--- config.mk ---
export PLATFORM = sky130hd
export DESIGN_NAME = qb_sweep
export DESIGN_NICKNAME = d
export VERILOG_FILES = /design/src/rtl/qb_sweep_pkg.sv /design/src/rtl/qb_sweep_qb.sv /design/src/rtl/qb_sweep.sv
export SDC_FILE = /design/constraint.sdc
export NUM_CORES = 1
export LEC_CHECK = 0
export BUFFER_PORTS_ARGS = -buffer_cell sky130_fd_sc_hd__buf_2
export CAP_MARGIN = 25
export CORE_MARGIN = 5
export CORE_UTILIZATION = 49
export CTS_CLUSTER_SIZE = 28
export DETAILED_ROUTE_END_ITERATION = 16
export PLACE_DENSITY = 0.75
export SKIP_LAST_GASP = 1
export SLEW_MARGIN = 20
export SYNTH_ARGS = -nofsm -noshare
export SYNTH_HDL_FRONTEND = slang
export SYNTH_SLANG_ARGS = --single-unit
--- constraint.sdc ---
create_clock -name clk -period 2.04 [get_ports clk]
set_input_delay 0.204 -clock clk [delete_from_list [all_inputs] [get_ports clk]]
set_output_delay 0.204 -clock clk [all_outputs]
set_load 0.02 [all_outputs]
--- src/rtl/qb_sweep_pkg.sv ---
// Shared types and sizes for the qb truth-table sweeper.
package qb_sweep_pkg;

  typedef enum logic [1:0] {IDLE, DRIVE, SAMPLE, DONE} sweep_state_t;

  localparam int VEC_W = 5;
  localparam int N_VEC = 32;

endpackage

--- src/rtl/qb_sweep_qb.sv ---
// qb: 5-input combinational function under test, Y over {A,B,C,D,E} (A is the MSB).
module qb (
  input  logic A,
  input  logic B,
  input  logic C,
  input  logic D,
  input  logic E,
  output logic Y
);

  // Sum-of-products form of the reference table 0xFFBF111F
  assign Y = (A & (B | ~C | ~D | E)) | (~A & ~D & ~E) | (~A & ~B & ~C);

endmodule

--- src/rtl/qb_sweep.sv ---
// Walks all 32 input vectors through a qb instance, builds the truth table
// and compares it against a caller-supplied reference table.
module qb_sweep
  import qb_sweep_pkg::*;
#(
  parameter int SETTLE = 1
) (
  input  logic        clk,
  input  logic        rst_n,
  input  logic        start,
  input  logic [31:0] expected,
  output logic        busy,
  output logic        done,
  output logic [31:0] tt,
  output logic [5:0]  ones,
  output logic        match,
  output logic [4:0]  mismatch_idx
);

  localparam int CNT_W = $clog2(SETTLE + 1);
  localparam logic [CNT_W-1:0] CNT_LAST = CNT_W'(SETTLE - 1);
  localparam logic [VEC_W-1:0] IDX_LAST = VEC_W'(N_VEC - 1);

  sweep_state_t     state;
  logic [VEC_W-1:0] idx;
  logic [CNT_W-1:0] cnt;
  logic [N_VEC-1:0] exp_q;
  logic             mm_seen;
  logic             y;
  logic             y_bad;

  // idx is a register, so qb sees a clean vector for the whole settle window
  qb u_qb (
    .A(idx[4]),
    .B(idx[3]),
    .C(idx[2]),
    .D(idx[1]),
    .E(idx[0]),
    .Y(y)
  );

  assign y_bad = (y != exp_q[idx]);

  always_ff @(posedge clk or negedge rst_n) begin
    if (!rst_n) begin
      state        <= IDLE;
      idx          <= '0;
      cnt          <= '0;
      exp_q        <= '0;
      mm_seen      <= 1'b0;
      busy         <= 1'b0;
      done         <= 1'b0;
      tt           <= '0;
      ones         <= '0;
      match        <= 1'b0;
      mismatch_idx <= '0;
    end else begin
      done <= 1'b0;
      case (state)
        IDLE: begin
          if (start) begin
            state        <= DRIVE;
            busy         <= 1'b1;
            idx          <= '0;
            cnt          <= '0;
            tt           <= '0;
            ones         <= '0;
            match        <= 1'b0;
            mismatch_idx <= '0;
            exp_q        <= expected;
            mm_seen      <= 1'b0;
          end
        end
        DRIVE: begin
          cnt <= cnt + 1'b1;
          if (cnt == CNT_LAST) state <= SAMPLE;
        end
        SAMPLE: begin
          tt[idx] <= y;
          ones    <= ones + {5'b0, y};
          if (y_bad && !mm_seen) begin
            mismatch_idx <= idx;
            mm_seen      <= 1'b1;
          end
          if (idx == IDX_LAST) begin
            // match is presented together with done, so fold in the last vector here
            state <= DONE;
            busy  <= 1'b0;
            done  <= 1'b1;
            match <= !(mm_seen || y_bad);
          end else begin
            idx   <= idx + 1'b1;
            cnt   <= '0;
            state <= DRIVE;
          end
        end
        DONE: begin
          match <= !mm_seen;
          state <= IDLE;
        end
        default: state <= IDLE;
      endcase
    end
  end

endmodule

==> metrics.cfg <==
[synthesis]
yosysMostFrequentCell=nand2_1
synth_seq_cells=87
synth_fp_nets=450
synthTopCellsByArea=dfrtp_1 (55%), nand2_1 (12%), mux2i_1 (5.5%), nand3_1 (2.5%), o31ai_1 (2.3%)
synth_cell_types=44
synth-async-reset-ratio_pct=100
synth.yosys.warnings=0
synthTopCellsByCount=nand2_1 (127), dfrtp_1 (87), mux2i_1 (22), nand3_1 (20), clkbuf_1 (19)
synth_edf_count=0
synth_seq_area_share_pct=54.6
avgSynthCellArea_um2=9.76
syn_area_um2=3980
synth_top_area_share_pct=54.6
syn_inst=408
synth_top_area_cell=dfrtp_1
synth_flop_cell=dfrtp_1

[sta]
fmax_mhz=462
min_period_over_period_pct=106
finalSetupViolCount=12
relSlewSlack_pct=55.3
rsz0062_at_grt=yes
fin_ws_ps=-123
tns_ps=-965
fin_skew_ps=13.6
fin_crit_ps=2160
worst_slew_pin_slew_ps=670
slew_viol_final=0
hold_viol_final=0

[clocking]
cts-buffers-inserted=9
cts_buffer_depth=2
root_buffer=clkbuf_8
h-tree-depth=3
clk_latency_ps=370
clock-sinks=87
clk_pin_slew_ps=100
tritoncts=done

[floorplanning]
initial_utilization_pct=51.0
die_x_um=100
die-area_um2=10000
fp.dieH_um=100
fp-row-count=32
core_area_um2=7810
ioPinCount=81

[outcome]
outcome=finished, violations left
violations=setup timing

[route]
dr.pass1.iters=4
totalWireLength_mm=9.70
wire_per_inst_um=15.5
vias=3383
antenna_left=0
via_per_inst=5.42
drt-initial-drc-count=161
drcViolationCount=0

[run]
cap_violations=0

[worst_setup_path]
worstPathArrival_ps=2420
start_kind=register
critical-path-top-delay-family=simple AND/OR/NAND/NOR gates
slowest_delay_ps=460
path_cells=buf_4, or3b_1, a22oi_2, and2b_2, buf_4, nor3_1, mux2i_4, buf_4, o21ai_1
cp.buffers_inverters=3
path_max_fanout=6
end_kind=register
crit_slowest_cell=dfrtp_2
crit_type=register to register
required_ps=2290
critPathMostFrequentCell=buf_4

[place]
gp_congestion=0.836
dpl_cell_area_um2=4730
io_buffer_count=80
dp_cells=601
hpwl_mm=6.86

[layout]
final_area_um2=5070
nNetsFinal=559
drive_gt1_share_pct=31.0
final_cells=624
n_fill_cell=660
seq_area_um2=2180
fin_util_pct=64.9
num_antenna_cells=0
syn_to_final_growth_pct=27.2
multi_input_area_um2=1780

[worst_hold_path]
min_path_type=input port to register

[pwr]
p_leak_uw=0.00256
vdd_drop_max_v=0.000638
powerDensity_nw_per_um2=1180
total_power_uw=5970

[global_route]
first_global_vias=3203
gr-total-overflow=0
grt_max_degree=53
grt_first_pass_wirelength_mm=15.8
antenna_found_initial=0
track_usage_pct=19.8

-- registers in the layout, summed over array words and instances (netlist names) --
| name | count |
|---|---|
| ones | 6 |
| match | 1 |
| state | 2 |
| mm_seen | 1 |
| exp_q | 32 |
| idx | 5 |
| mismatch_idx | 5 |
| tt | 32 |
| busy | 1 |
| cnt | 1 |
| done | 1 |
-- final cells by class --
cell class / count / share of cell area [%]
multi-input combinational: 288 / 35.1
clock buffer: 9 / 2.44
tap: 102 / 2.52
sequential: 87 / 43.0
timing repair buffer: 122 / 15.1
clock inverter: 7 / 1.11
inverter: 9 / 0.741
-- worst register-to-register path, cell delays in order (launching register included) --
cell and delay (ps):
dfrtp_2 460, buf_4 150, or3b_1 370, a22oi_2 180
and2b_2 210, buf_4 120, nor3_1 70, mux2i_4 280
buf_4 170, o21ai_1 50
-- worst paths after layout --
| path | slack, ps | startpoint | cells past startpoint | endpoint |
|---|---|---|---|---|
| worst max-delay path | -120 | idx[0] | 9 | mm_seen |
| worst min-delay path | 10 | expected[2] | 3 | exp_q[2] |
| worst max register to register | -120 | idx[0] | 9 | mm_seen |
| worst min register to register | 480 | exp_q[14] | 2 | exp_q[14] |
| max in group asynchronous | 1010 | rst_n | 3 | exp_q[31] |
| min in group asynchronous | 400 | rst_n | 2 | exp_q[25] |
-- cells by family after synthesis --
logic type      synth area share (%)
simple gates                    20.1
flops                           54.6
compound gates                  11.9
buf+inv                         3.74
mux                             6.16
fa+ha+maj                       2.20
xor+xnor                        1.32
-- what timing repair did --
item | in CTS | in global routing
gates resized for setup | 2 | 22
endpoints found under the setup margin | 8 | 12
endpoints found under the hold margin | 50 | 0
setup buffers | 1 | 4
gates cloned | 0 | 1
hold buffers | 1 | 0
pin swaps | 1 | 8
-- cell usage in the layout (no fill, tap or decap), types with 2 or more instances in the layout --
cell        netlist  final
a21oi_1           3      3
a22o_1            4      4
a32o_1            7      7
a41oi_2           0      3
buf_12            1      2
buf_2             1     79
buf_4             0     38
clkbuf_8          0      9
clkinvlp_4        0      4
dfrtp_1          87     86
ha_1              7      3
ha_2              0      2
ha_4              0      2
inv_1             8      6
inv_6             0      2
mux2i_1          22     21
nand2_1         127    127
nand2b_1          2      2
nand3_1          20     17
nand3_2           0      2
nand4_1           8      8
nor2_1           12     10
nor2b_1           4      4
nor3_1            5      4
o211ai_1         11     11
o21ai_0          17     14
o21ai_1           0      3
o31ai_1          12     12
xnor2_1           4      4
xor2_1            2      2
-- metal layers --
metal | global-route usage, % | routed length [µm]
met5 | 0 | 0
met4 | 6.84 | 129
met3 | 4.17 | 578
met2 | 30.9 | 4640
met1 | 27.5 | 4350
-- through the flow --
stage,setup WS [ps],hold WS [ps]
2_1_floorplan,-29.0,-91.6
3_3_place_gp,-5.56,275
3_5_place_dp,-86.2,284
4_1_cts,-95.3,5.77
5_1_grt,-285,5.41
6_report,-123,14.6
-- report_power, final --
part | switching [µW] | internal, µW | leakage, µW | total, µW
Sequential | 354 | 2170 | 0.00115 | 2520
Clock | 663 | 452 | 0.0000785 | 1110
Combinational | 1310 | 1030 | 0.00134 | 2340
Power figures use the tool's default switching activity.
